`src/rtl/pipe_pkg.sv`:
```
// Shared pipeline-stage definitions: the E-stage control bundle, its bubble value
// and the ResultSrc encoding used by the writeback mux.
package pipe_pkg;

    // Widest ALU op supported; narrower ALU_CTRL_W builds zero-extend into this field.
    localparam int ALU_CTRL_MAX_W = 8;

    localparam logic [1:0] RESULT_SRC_ALU = 2'b00;
    localparam logic [1:0] RESULT_SRC_MEM = 2'b01;
    localparam logic [1:0] RESULT_SRC_PC4 = 2'b10;

    typedef struct packed {
        logic                      reg_write;
        logic [1:0]                result_src;
        logic                      mem_write;
        logic                      jump;
        logic                      branch;
        logic [ALU_CTRL_MAX_W-1:0] alu_control;
        logic                      alu_src;
        logic                      jalr_ctrl;
    } ctrl_e_t;

    localparam ctrl_e_t CTRL_BUBBLE = '0;

endpackage

```
`src/rtl/pipe_sat_counter.sv`:
```
// Saturating up-counter for per-stage performance statistics; holds at all-ones.
module pipe_sat_counter #(
    parameter int W = 32
) (
    input  logic         clk,
    input  logic         rst_n,
    input  logic         inc,
    output logic [W-1:0] count
);

    always_ff @(posedge clk or negedge rst_n) begin
        if (!rst_n) begin
            count <= '0;
        end else if (inc && (count != '1)) begin
            count <= count + 1'b1;
        end
    end

endmodule

```
`src/rtl/decode_exec_pipe_reg.sv`:
```
// Decode->Execute pipeline register with stall, flush-to-bubble and valid bit.
// Optional saturating bubble/stall counters are built when PIPE_PERF_CNT_EN is defined.
module decode_exec_pipe_reg
    import pipe_pkg::*;
#(
    parameter int WIDTH      = 32,
    parameter int ALU_CTRL_W = 3,
    parameter int REG_ADDR_W = 5,
    parameter int CNT_W      = 32
) (
    input  logic                  clk,
    input  logic                  rst_n,
    input  logic                  StallE,
    input  logic                  FlushE,
    input  logic                  ValidD,
    input  logic                  RegWriteD,
    input  logic                  MemWriteD,
    input  logic                  JumpD,
    input  logic                  BranchD,
    input  logic                  ALUSrcD,
    input  logic                  JALRctrlD,
    input  logic [1:0]            ResultSrcD,
    input  logic [ALU_CTRL_W-1:0] ALUControlD,
    input  logic [WIDTH-1:0]      RD1D,
    input  logic [WIDTH-1:0]      RD2D,
    input  logic [WIDTH-1:0]      PCD,
    input  logic [WIDTH-1:0]      ImmExtD,
    input  logic [WIDTH-1:0]      PCPlus4D,
    input  logic [REG_ADDR_W-1:0] Rs1D,
    input  logic [REG_ADDR_W-1:0] Rs2D,
    input  logic [REG_ADDR_W-1:0] RdD,
    output logic                  ValidE,
    output logic                  RegWriteE,
    output logic                  MemWriteE,
    output logic                  JumpE,
    output logic                  BranchE,
    output logic                  ALUSrcE,
    output logic                  JALRctrlE,
    output logic [1:0]            ResultSrcE,
    output logic [ALU_CTRL_W-1:0] ALUControlE,
    output logic [WIDTH-1:0]      RD1E,
    output logic [WIDTH-1:0]      RD2E,
    output logic [WIDTH-1:0]      PCE,
    output logic [WIDTH-1:0]      ImmExtE,
    output logic [WIDTH-1:0]      PCPlus4E,
    output logic [REG_ADDR_W-1:0] Rs1E,
    output logic [REG_ADDR_W-1:0] Rs2E,
    output logic [REG_ADDR_W-1:0] RdE,
    output logic [CNT_W-1:0]      BubbleCntE,
    output logic [CNT_W-1:0]      StallCntE
);

    ctrl_e_t ctrl_d;
    ctrl_e_t ctrl_q;

    always_comb begin
        ctrl_d             = CTRL_BUBBLE;
        ctrl_d.reg_write   = RegWriteD;
        ctrl_d.result_src  = ResultSrcD;
        ctrl_d.mem_write   = MemWriteD;
        ctrl_d.jump        = JumpD;
        ctrl_d.branch      = BranchD;
        ctrl_d.alu_control = ALU_CTRL_MAX_W'(ALUControlD);
        ctrl_d.alu_src     = ALUSrcD;
        ctrl_d.jalr_ctrl   = JALRctrlD;
    end

    // Flush outranks stall so the load-use case (stall F/D, bubble E) yields a NOP.
    always_ff @(posedge clk or negedge rst_n) begin
        if (!rst_n) begin
            ValidE   <= 1'b0;
            ctrl_q   <= CTRL_BUBBLE;
            RD1E     <= '0;
            RD2E     <= '0;
            PCE      <= '0;
            ImmExtE  <= '0;
            PCPlus4E <= '0;
            Rs1E     <= '0;
            Rs2E     <= '0;
            RdE      <= '0;
        end else if (FlushE) begin
            ValidE   <= 1'b0;
            ctrl_q   <= CTRL_BUBBLE;
            RD1E     <= '0;
            RD2E     <= '0;
            PCE      <= '0;
            ImmExtE  <= '0;
            PCPlus4E <= '0;
            Rs1E     <= '0;
            Rs2E     <= '0;
            RdE      <= '0;
        end else if (!StallE) begin
            ValidE   <= ValidD;
            ctrl_q   <= ctrl_d;
            RD1E     <= RD1D;
            RD2E     <= RD2D;
            PCE      <= PCD;
            ImmExtE  <= ImmExtD;
            PCPlus4E <= PCPlus4D;
            Rs1E     <= Rs1D;
            Rs2E     <= Rs2D;
            RdE      <= RdD;
        end
    end

    assign RegWriteE   = ctrl_q.reg_write;
    assign ResultSrcE  = ctrl_q.result_src;
    assign MemWriteE   = ctrl_q.mem_write;
    assign JumpE       = ctrl_q.jump;
    assign BranchE     = ctrl_q.branch;
    assign ALUControlE = ALU_CTRL_W'(ctrl_q.alu_control);
    assign ALUSrcE     = ctrl_q.alu_src;
    assign JALRctrlE   = ctrl_q.jalr_ctrl;

`ifdef PIPE_PERF_CNT_EN
    pipe_sat_counter #(.W(CNT_W)) u_bubble_cnt (
        .clk   (clk),
        .rst_n (rst_n),
        .inc   (FlushE),
        .count (BubbleCntE)
    );

    pipe_sat_counter #(.W(CNT_W)) u_stall_cnt (
        .clk   (clk),
        .rst_n (rst_n),
        .inc   (StallE & ~FlushE),
        .count (StallCntE)
    );
`else
    assign BubbleCntE = '0;
    assign StallCntE  = '0;
`endif

endmodule

```
`config.mk`:
```
export PLATFORM = sky130hd
export DESIGN_NAME = decode_exec_pipe_reg
export DESIGN_NICKNAME = d
export VERILOG_FILES = /design/src/rtl/pipe_pkg.sv /design/src/rtl/pipe_sat_counter.sv /design/src/rtl/decode_exec_pipe_reg.sv
export SDC_FILE = /design/constraint.sdc
export NUM_CORES = 1
export LEC_CHECK = 0
export CAP_MARGIN = 30
export CORE_AREA = 3 3 170 172
export CTS_BUF_LIST = sky130_fd_sc_hd__clkbuf_8 sky130_fd_sc_hd__clkbuf_16
export DETAILED_ROUTE_END_ITERATION = 7
export DIE_AREA = 0 0 173 175
export DONT_BUFFER_PORTS = 1
export PLACE_DENSITY = 0.4
export SYNTH_ARGS = -nofsm -noshare
export SYNTH_HDL_FRONTEND = slang
export SYNTH_SLANG_ARGS = --single-unit
```
`constraint.sdc`:
```
create_clock -name clk -period 1 [get_ports clk]
set_clock_uncertainty 0.15 [all_clocks]
set_input_delay 0.05 -clock clk [delete_from_list [all_inputs] [get_ports clk]]
set_output_delay 0.05 -clock clk [all_outputs]
set_load 0.01 [all_outputs]
```
==> results of run 1 <==
==> how the worst max path moves through the flow <==
stage	to	slack (ps)
CTS	PCPlus4E[11]	-210
finish	PCPlus4E[11]	-180
global route	ALUControlE[1]	-230
detailed placement	PCE[22]$_DFFE_PN0P_	70
global placement	ImmExtE[10]$_DFFE_PN0P_	80
floorplan	RD1E[0]$_DFFE_PN0P_	4
==> per-layer routing <==
metal	vias to the layer above	GRT usage, %	wire length [um]
met5	-	0	0
li1	2286	-	-
met1	2453	14.3	7450
met4	0	4.36	443
met3	22	4.24	1540
met2	251	24.2	11500
==> sequential cells by signal, indices dropped and copies added, names as in the netlist <==
| name | flops |
|---|---|
| ImmExtE | 32 |
| MemWriteE | 1 |
| JumpE | 1 |
| JALRctrlE | 1 |
| RdE | 5 |
| RD1E | 32 |
| BranchE | 1 |
| ALUControlE | 3 |
| RD2E | 32 |
| Rs1E | 5 |
| PCE | 32 |
| PCPlus4E | 32 |
| ResultSrcE | 2 |
| RegWriteE | 1 |
| Rs2E | 5 |
| ALUSrcE | 1 |
| ValidE | 1 |
==> worst register-to-register path, cell delays in order (launching register included) <==
cell     delay (ps)
dfrtp_1         400
buf_4           140
buf_4           110
mux2i_1         120
nor2_1           50
==> per-stage QoR <==
| step | hold WS (ps) | utilization (%) | std cells | setup slack, ps | setup TNS (ps) |
|---|---|---|---|---|---|
| 5_1_grt | -874 | 36.2 | 1175 | -228 | -26930 |
| 3_5_place_dp | -392 | 31.6 | 1106 | 71.8 | 0 |
| 6_report | -837 | 36.2 | 1175 | -183 | -18300 |
| 3_3_place_gp | -390 | 31.6 | 1106 | 83.2 | 0 |
| 2_1_floorplan | -396 | - | 731 | 3.91 | 0 |
| 4_1_cts | -864 | 35.6 | 1158 | -207 | -23250 |
==> where the power goes <==
group | total (mW) | internal (mW) | switching, mW
sequential | 8.40 | 7.98 | 0.412
combinational | 1.62 | 0.971 | 0.651
clock | 6.59 | 3.37 | 3.23
total | 16.6 | 12.3 | 4.29
==> synthesized netlist by cell type (all sizes together) <==
cell	count
dfrtp	187
mux2i	187
nor2	187
buf	94
clkbuf	12
conb	1
==> kinds of logic after synthesis <==
group | count (synthesis) | share of synthesized area, %
buffers and inverters | 106 | 9.84
DFF | 187 | 58.1
muxes | 187 | 23.3
other | 1 | 0.0466
and+or+nand+nor | 187 | 8.72
==> area by class of cell <==
class                   instances  area share, %
clock inverters                14           1.29
clock buffers                  18           4.39
flip-flops and latches        187           46.8
repair buffers                140           14.5
multi-input cells             438           28.2
well taps                     378           4.73
==> cells in the final DEF, fill, tap and decap left out, drive strengths merged <==
master	n
mux2i	187
nor2	187
inv	8
conb	64
clkbuf	18
buf	140
clkinv	6
dfrtp	187
==> what timing repair did <==
action                                  4_1_cts  5_1_grt
buffers inserted                             20       20
endpoints found under the setup margin      187      202
pin swaps                                     0       12
endpoints found under the hold margin       374      374
gates resized for setup                     103        6
==> results_dict.tcl, run 1 <==
set metrics [dict create \
    ios 442 \
    final_antenna_net_count 0 \
    yosysTopAreaCell "dfrtp_1" \
    setup_viol 191 \
    avgSynthCellArea_sq_um 12.0 \
    setup_ws_ps -183 \
    p_per_area_nw_per_um2 1660 \
    initial_core_util_pct 29.1 \
    crit_cells 1 \
    grt_use_total_pct 13.1 \
    nets 975 \
    postPlaceCellArea_sq_um 8740 \
    cts_tree "built" \
    ir_drop_uv 857 \
    status "complete, but fails checks" \
    power_mw 16.6 \
    fillers 2789 \
    final_hold_viol_count 374 \
    synth.distinct_cells 10 \
    period_needed_ps 1180 \
    drv_cap 0 \
    diodes 0 \
    cts-root-buf "clkbuf_16" \
    place.gp.congestion 0.716 \
    vias_per_cell 4.27 \
    whs_ps -837 \
    critPathSlowestCell "dfrtp_1" \
    clk_path_buf_depth 2 \
    synth_area_sq_um 8050 \
    critPathKind "flop to primary output" \
    critPathTopFamily "flip-flops" \
    slew_headroom_pct 64.2 \
    cp_cell_sequence "buf_6" \
    critPathMaxFanout 2 \
    r2r_cells 4 \
    clk_latency_ps 420 \
    antenna_found_initial 0 \
    p_leak_nw 5.25 \
    fin_crit_sh_pct 118 \
    port_buffers 0 \
    grt_remaining_overflow 0 \
    grt_pass1_vias 5232 \
    drc 0 \
    grt_start_max_net_pins 188 \
    synth_top_area_share_pct 58.1 \
    worstMarginPinSlew_ps 538 \
    cp-startpoint "PCPlus4E[11]$_DFFE_PN0P_" \
    hp-class "primary input to async pin" \
    dieArea_sq_um 30300 \
    setup.worst_path.end_class "primary output" \
    r2r_start "RD1E[19]$_DFFE_PN0P_" \
    worstPathArrival_ps 980 \
    ys_seq_area_share_pct 58.1 \
    worst-r2r-setup-slack_ps -80 \
    wl_mm 20.9 \
    drive_above_1_share_pct 21.7 \
    clkSlewWorstSetupHoldPaths_ps 80 \
    clock.fmax_mhz 845 \
    drtIter0Drc 200 \
    ys_top_cells_by_area "dfrtp_1 58%, mux2i_1 23%, nor2_1 8.7%" \
    worstPathRequired_ps 800 \
    clkSinkCount 187 \
    synthCells 668 \
    grt_pass1_wl_mm 31.5 \
    max_stage_delay_ps 420 \
    start_kind "flop" \
    cts_buffers 17 \
    die_h_um 175 \
    die_w_um 173 \
    yosys_warnings 0 \
    failed_checks "hold timing, setup timing" \
    synthToLayoutAreaGrowth_pct 24.2 \
    dp_hpwl_mm 14.0 \
    routed-via-count 5012 \
    rows 61 \
    seqCellArea_sq_um 4680 \
    synth.ff_latch_count 187 \
    reg2reg_to "RD1E[19]$_DFFE_PN0P_" \
    wl_per_cell_um 17.8 \
    dr.pass1.iters 4 \
    multi_input_area_sq_um 2820 \
    critPathBufInv 1 \
    htree_levels 4 \
    finalInstanceArea_sq_um 9990 \
    slew_viol_final 0 \
    rsz0062_at_grt "yes" \
    core_sq_um 27600 \
]
No activity file was read; power rests on OpenSTA's default activity.
==> run 2, diff against run 1 <==
--- a/config.mk
+++ b/config.mk
@@ -12,6 +12,7 @@
 export DIE_AREA = 0 0 173 175
 export DONT_BUFFER_PORTS = 1
 export PLACE_DENSITY = 0.4
+export SETUP_SLACK_MARGIN = 0.5
 export SYNTH_ARGS = -nofsm -noshare
 export SYNTH_HDL_FRONTEND = slang
 export SYNTH_SLANG_ARGS = --single-unit
==> run 2 against run 1 <==
Effect of this change: the run still ends with hold timing, setup timing left; register-to-register slack barely moved; sequential cell count did not move; via count fell by 1.6%; non-clock buffer count fell by 14; setup slack got worse by 3.3 ps; final cell count fell by 1.2%; die area did not move; critical path type unchanged; critical path depth did not move; sequential power barely moved; clock power rose by 0.9%; highest routed layer unchanged; combinational power fell by 6%.
==> results_dict.tcl, run 2 (synthesized netlist as in run 1, its figures left out) <==
set metrics [dict create \
    cp_cell_sequence "buf_6" \
    dr.pass1.iters 4 \
    wl_per_cell_um 17.5 \
    dieArea_sq_um 30300 \
    grt_pass1_wl_mm 31.0 \
    r2r_cells 4 \
    drtIter0Drc 248 \
    setup_ws_ps -186 \
    drive_above_1_share_pct 20.2 \
    critPathSlowestCell "dfrtp_1" \
    whs_ps -827 \
    htree_levels 4 \
    worst-r2r-setup-slack_ps -80 \
    status "complete, but fails checks" \
    antenna_found_initial 0 \
    fillers 2770 \
    start_kind "flop" \
    seqCellArea_sq_um 4680 \
    p_per_area_nw_per_um2 1690 \
    cts_tree "built" \
    die_h_um 175 \
    place.gp.congestion 0.722 \
    final_cell_mix "187 x dfrtp_1, 187 x mux2i_1, 187 x nor2_1" \
    final_antenna_net_count 0 \
    slew_headroom_pct 63.5 \
    p_leak_nw 5.17 \
    pwr-share-clk_pct 40.1 \
    failed_checks "hold timing, setup timing" \
    diodes 0 \
    p_sw_share_pct 26.0 \
    p_switching_mw 4.31 \
    drc 0 \
    setup_viol 190 \
    synthToLayoutAreaGrowth_pct 22.3 \
    fin_crit_sh_pct 119 \
    period_needed_ps 1190 \
    max_stage_delay_ps 420 \
    core_sq_um 27600 \
    worstPathRequired_ps 800 \
    critPathTopFamily "flip-flops" \
    port_buffers 0 \
    nets 961 \
    place_ws_ps 76.2 \
    slew_viol_final 0 \
    dp_hpwl_mm 13.5 \
    vias_per_cell 4.25 \
    clk_latency_ps 420 \
    grt_start_max_net_pins 188 \
    power_mw 16.6 \
    ir_drop_uv 883 \
    critPathKind "flop to primary output" \
    initial_core_util_pct 29.1 \
    fin_util_pct 35.6 \
    hp-class "primary input to async pin" \
    clock.fmax_mhz 843 \
    critPathBufInv 1 \
    reg2reg_to "ImmExtE[30]$_DFFE_PN0P_" \
    multi_input_area_sq_um 2810 \
    grt_use_total_pct 12.9 \
    final_hold_viol_count 374 \
    r2r_start "ImmExtE[30]$_DFFE_PN0P_" \
    cts-root-buf "clkbuf_16" \
    drv_cap 0 \
    seqPwrFrac_pct 50.7 \
    clkSlewWorstSetupHoldPaths_ps 90 \
    clkSinkCount 187 \
    grt_remaining_overflow 0 \
    critPathMaxFanout 2 \
    clk_path_buf_depth 2 \
    routed-via-count 4931 \
    combPwrFrac_pct 9.2 \
    ios 442 \
    rows 61 \
    worstPathArrival_ps 990 \
    internal_power_mw 12.3 \
    setup.worst_path.end_class "primary output" \
    wl_mm 20.3 \
    die_w_um 173 \
    cts_buffers 17 \
    rsz0062_at_grt "yes" \
    grt_pass1_vias 5234 \
    worstMarginPinSlew_ps 548 \
]
-- run 2: layer usage --
metal	wire, um	vias up	GRT usage [%]	share of wire, %
li1	-	2260	-	-
met2	10600	267	22.4	52
met3	1700	19	4.22	8.4
met5	0	-	0	0
met4	404	0	4.90	2.0
met1	7580	2385	14.8	37
-- run 2: layout make-up --
type / count / area share, %
clock buffer: 18 / 4.46
multi-input combinational: 438 / 28.6
clock inverter: 14 / 1.27
timing repair buffer: 126 / 13.3
tap: 378 / 4.81
sequential: 187 / 47.6
-- run 2: power groups by stage --
stage / Clock, mW / Sequential, mW / Combinational, mW
floorplan: 0 / 8.55 / 1.30
global placement: 0 / 8.52 / 1.27
detailed placement: 0 / 8.52 / 1.30
CTS: 6.95 / 8.41 / 1.47
global route: 7.26 / 8.46 / 1.67
finish: 6.65 / 8.41 / 1.52
-- run 2: repair_timing --
action,CTS,global route
gates resized for setup,91,6
pin swaps,0,16
endpoints found under the setup margin,374,374
endpoints found under the hold margin,374,374
setup buffers,17,18
-- run 2: worst max-delay path by stage --
stage                                        from                      end  cells past startpoint
after floorplan                            StallE   ImmExtE[0]$_DFFE_PN0P_                      5
after global placement    ImmExtE[10]$_DFFE_PN0P_  ImmExtE[10]$_DFFE_PN0P_                      2
after detailed placement     RD1E[16]$_DFFE_PN0P_     RD1E[16]$_DFFE_PN0P_                      2
after CTS                   MemWriteE$_DFFE_PN0P_                MemWriteE                      1
after global routing        MemWriteE$_DFFE_PN0P_                MemWriteE                      1
final                       MemWriteE$_DFFE_PN0P_                MemWriteE                      1
-- run 2: through the flow --
stage | hold WS, ps | TNS, ps | instance area [sq um] | instances
global placement | -391 | 0 | 8650 | 1094
finish | -827 | -17120 | 9840 | 1161
detailed placement | -390 | 0 | 8650 | 1094
global route | -863 | -25950 | 9840 | 1161
floorplan | -396 | 0 | 8370 | 731
CTS | -865 | -23710 | 9680 | 1143
==> run 3, diff against run 2 <==
--- a/config.mk
+++ b/config.mk
@@ -5,13 +5,14 @@
 export SDC_FILE = /design/constraint.sdc
 export NUM_CORES = 1
 export LEC_CHECK = 0
+export ABC_AREA = 1
 export CAP_MARGIN = 30
-export CORE_AREA = 3 3 170 172
+export CORE_AREA = 3 3 169 171
 export CTS_BUF_LIST = sky130_fd_sc_hd__clkbuf_8 sky130_fd_sc_hd__clkbuf_16
 export DETAILED_ROUTE_END_ITERATION = 7
-export DIE_AREA = 0 0 173 175
+export DIE_AREA = 0 0 172 174
 export DONT_BUFFER_PORTS = 1
-export PLACE_DENSITY = 0.4
+export PLACE_DENSITY = 0.39
 export SETUP_SLACK_MARGIN = 0.5
 export SYNTH_ARGS = -nofsm -noshare
 export SYNTH_HDL_FRONTEND = slang
==> run 3 against run 2 <==
Effect of this change: sequential share of layout area is 1.6 points higher; area after synthesis is 1.6% lower; via count is 18% higher; the flow still finishes with violations (hold timing, setup timing); largest cell class unchanged.
==> results_dict.tcl, run 3 <==
set metrics [dict create \
    reg2reg_to "RD1E[12]$_DFFE_PN0P_" \
    ys_top_cells_by_area "dfrtp_1 59%, nand2_1 18%, nand3_1 12%" \
    die_h_um 174 \
    clkSlewWorstSetupHoldPaths_ps 80 \
    r2r_cells 5 \
    ys_seq_area_share_pct 59.1 \
    drc 0 \
    routed-via-count 5794 \
    synthToLayoutAreaGrowth_pct 20.5 \
    rsz0062_at_grt "yes" \
    final_common_cell "nand2_1" \
    cts_tree "built" \
    nets 1114 \
    clk_latency_ps 420 \
    antenna_found_initial 0 \
    grt_pass1_vias 5878 \
    htree_levels 4 \
    setup.worst_path.end_class "primary output" \
    tns_ps -13280 \
    r2r_start "RD1E[12]$_DFFE_PN0P_" \
    start_kind "flop" \
    port_buffers 0 \
    clk_path_buf_depth 2 \
    fin_crit_sh_pct 120 \
    setup_ws_ps -197 \
    ios 442 \
    wl_mm 23.8 \
    grt_start_max_net_pins 189 \
    diodes 0 \
    yosysMostFrequentCell "nand2_1" \
    worst-r2r-setup-slack_ps -140 \
    final_antenna_net_count 0 \
    critPathTopFamily "flip-flops" \
    synth_area_sq_um 7920 \
    rows 60 \
    drv_cap 0 \
    final_cell_mix "370 x nand2_1, 181 x dfrtp_1, 150 x nand3_1" \
    critPathBufInv 1 \
    whs_ps -841 \
    dieArea_sq_um 29900 \
    synth_top_area_share_pct 59.1 \
    grt_pass1_wl_mm 34.8 \
    worstPathRequired_ps 800 \
    synth.ff_latch_count 187 \
    setup_viol 188 \
    dr.pass1.iters 4 \
    clock.fmax_mhz 836 \
    place.gp.congestion 0.749 \
    worstPathArrival_ps 1000 \
    yosys_warnings 0 \
    vias_per_cell 4.54 \
    initial_core_util_pct 29.3 \
    wl_per_cell_um 18.6 \
    drive_above_1_share_pct 17.4 \
    cts-root-buf "clkbuf_16" \
    status "complete, but fails checks" \
    core_sq_um 27000 \
    power_mw 16.3 \
    period_needed_ps 1200 \
    failed_checks "hold timing, setup timing" \
    critPathSlowestCell "dfrtp_2" \
    dp_hpwl_mm 15.7 \
    grt_remaining_overflow 0 \
    critPathKind "flop to primary output" \
    slew_viol_final 0 \
    ys_async_sr_fraction_pct 100 \
    max_stage_delay_ps 440 \
    cp_cell_sequence "buf_6" \
    synth_flop_cell "dfrtp_1" \
    ir_drop_uv 809 \
    p_leak_nw 5.08 \
    synth.distinct_cells 10 \
    yosysTopAreaCell "dfrtp_1" \
    clkSinkCount 187 \
    p_per_area_nw_per_um2 1710 \
    avgSynthCellArea_sq_um 9.04 \
    grt_use_total_pct 15.0 \
    hp-class "primary input to async pin" \
    cts_buffers 17 \
    final_hold_viol_count 374 \
    synthCells 876 \
    synth_edf_count 0 \
    synth_common_cells "374 x nand2_1, 187 x dfrtp_1, 187 x nand3_1, 70 x buf_4, 26 x buf_2" \
    critPathMaxFanout 2 \
    die_w_um 172 \
    drtIter0Drc 293 \
]
[run 3: timing repair]
| item | 4_1_cts | 5_1_grt |
|---|---|---|
| hold endpoints to repair | 374 | 374 |
| buffers inserted | 12 | 11 |
| hold buffers | 4 | 1 |
| pin swaps | 351 | 142 |
| resized for setup | 61 | 50 |
| gates cloned | 0 | 0 |
| setup endpoints to repair | 374 | 374 |
[run 3: worst max-delay path by stage]
stage / from / to / slack, ps / cells past startpoint
2_1_floorplan: StallE / ImmExtE[0]$_DFFE_PN0P_ / 120 / 6
3_3_place_gp: StallE / PCE[9]$_DFFE_PN0P_ / 60 / 5
3_5_place_dp: StallE / PCE[9]$_DFFE_PN0P_ / 60 / 5
4_1_cts: RD1E[12]$_DFFE_PN0P_ / RD1E[12] / -230 / 1
5_1_grt: RD1E[12]$_DFFE_PN0P_ / RD1E[12] / -240 / 1
6_report: RD1E[12]$_DFFE_PN0P_ / RD1E[12] / -200 / 1
[run 3: metrics by stage]
step | hold WS (ps) | utilization, % | setup WS (ps) | instance area, sq um | std cells
4_1_cts | -862 | 34.2 | -230 | 9240 | 1264
3_5_place_dp | -392 | 30.8 | 59.4 | 8330 | 1217
6_report | -841 | 35.3 | -197 | 9540 | 1276
5_1_grt | -874 | 35.3 | -243 | 9540 | 1276
2_1_floorplan | -396 | - | 115 | 8310 | 939
3_3_place_gp | -391 | 30.8 | 61.3 | 8330 | 1217
[run 3: where the power goes]
part,switching [mW],total [mW],internal (mW),leakage [nW]
logic,0.746,1.35,0.608,2.34
clock network,3.24,6.49,3.25,0.262
registers,0.502,8.48,7.98,2.48
[run 3: logic make-up after synthesis]
logic type             count (synthesis)  share of synthesized area, %
buffers and inverters                126                          11.0
DFF                                  187                          59.1
other                                  1                        0.0474
and+or+nand+nor                      562                          29.8
[run 3: layout make-up]
| cell class | count | area (sq um) |
|---|---|---|
| clock buffer | 17 | 425 |
| tap | 341 | 427 |
| sequential | 187 | 4690 |
| multi-input combinational | 626 | 2800 |
| timing repair buffer | 90 | 1080 |
| inverter | 1 | 8.76 |
| fill | 2790 | 17500 |
| clock inverter | 14 | 118 |
[run 3: routing by layer]
metal	up-vias	global-route usage, %	routed length, um
met4	0	3.93	363
met1	2767	16.9	8940
li1	2748	-	-
met2	261	26.3	12200
met5	-	0	0
met3	18	6.12	2320
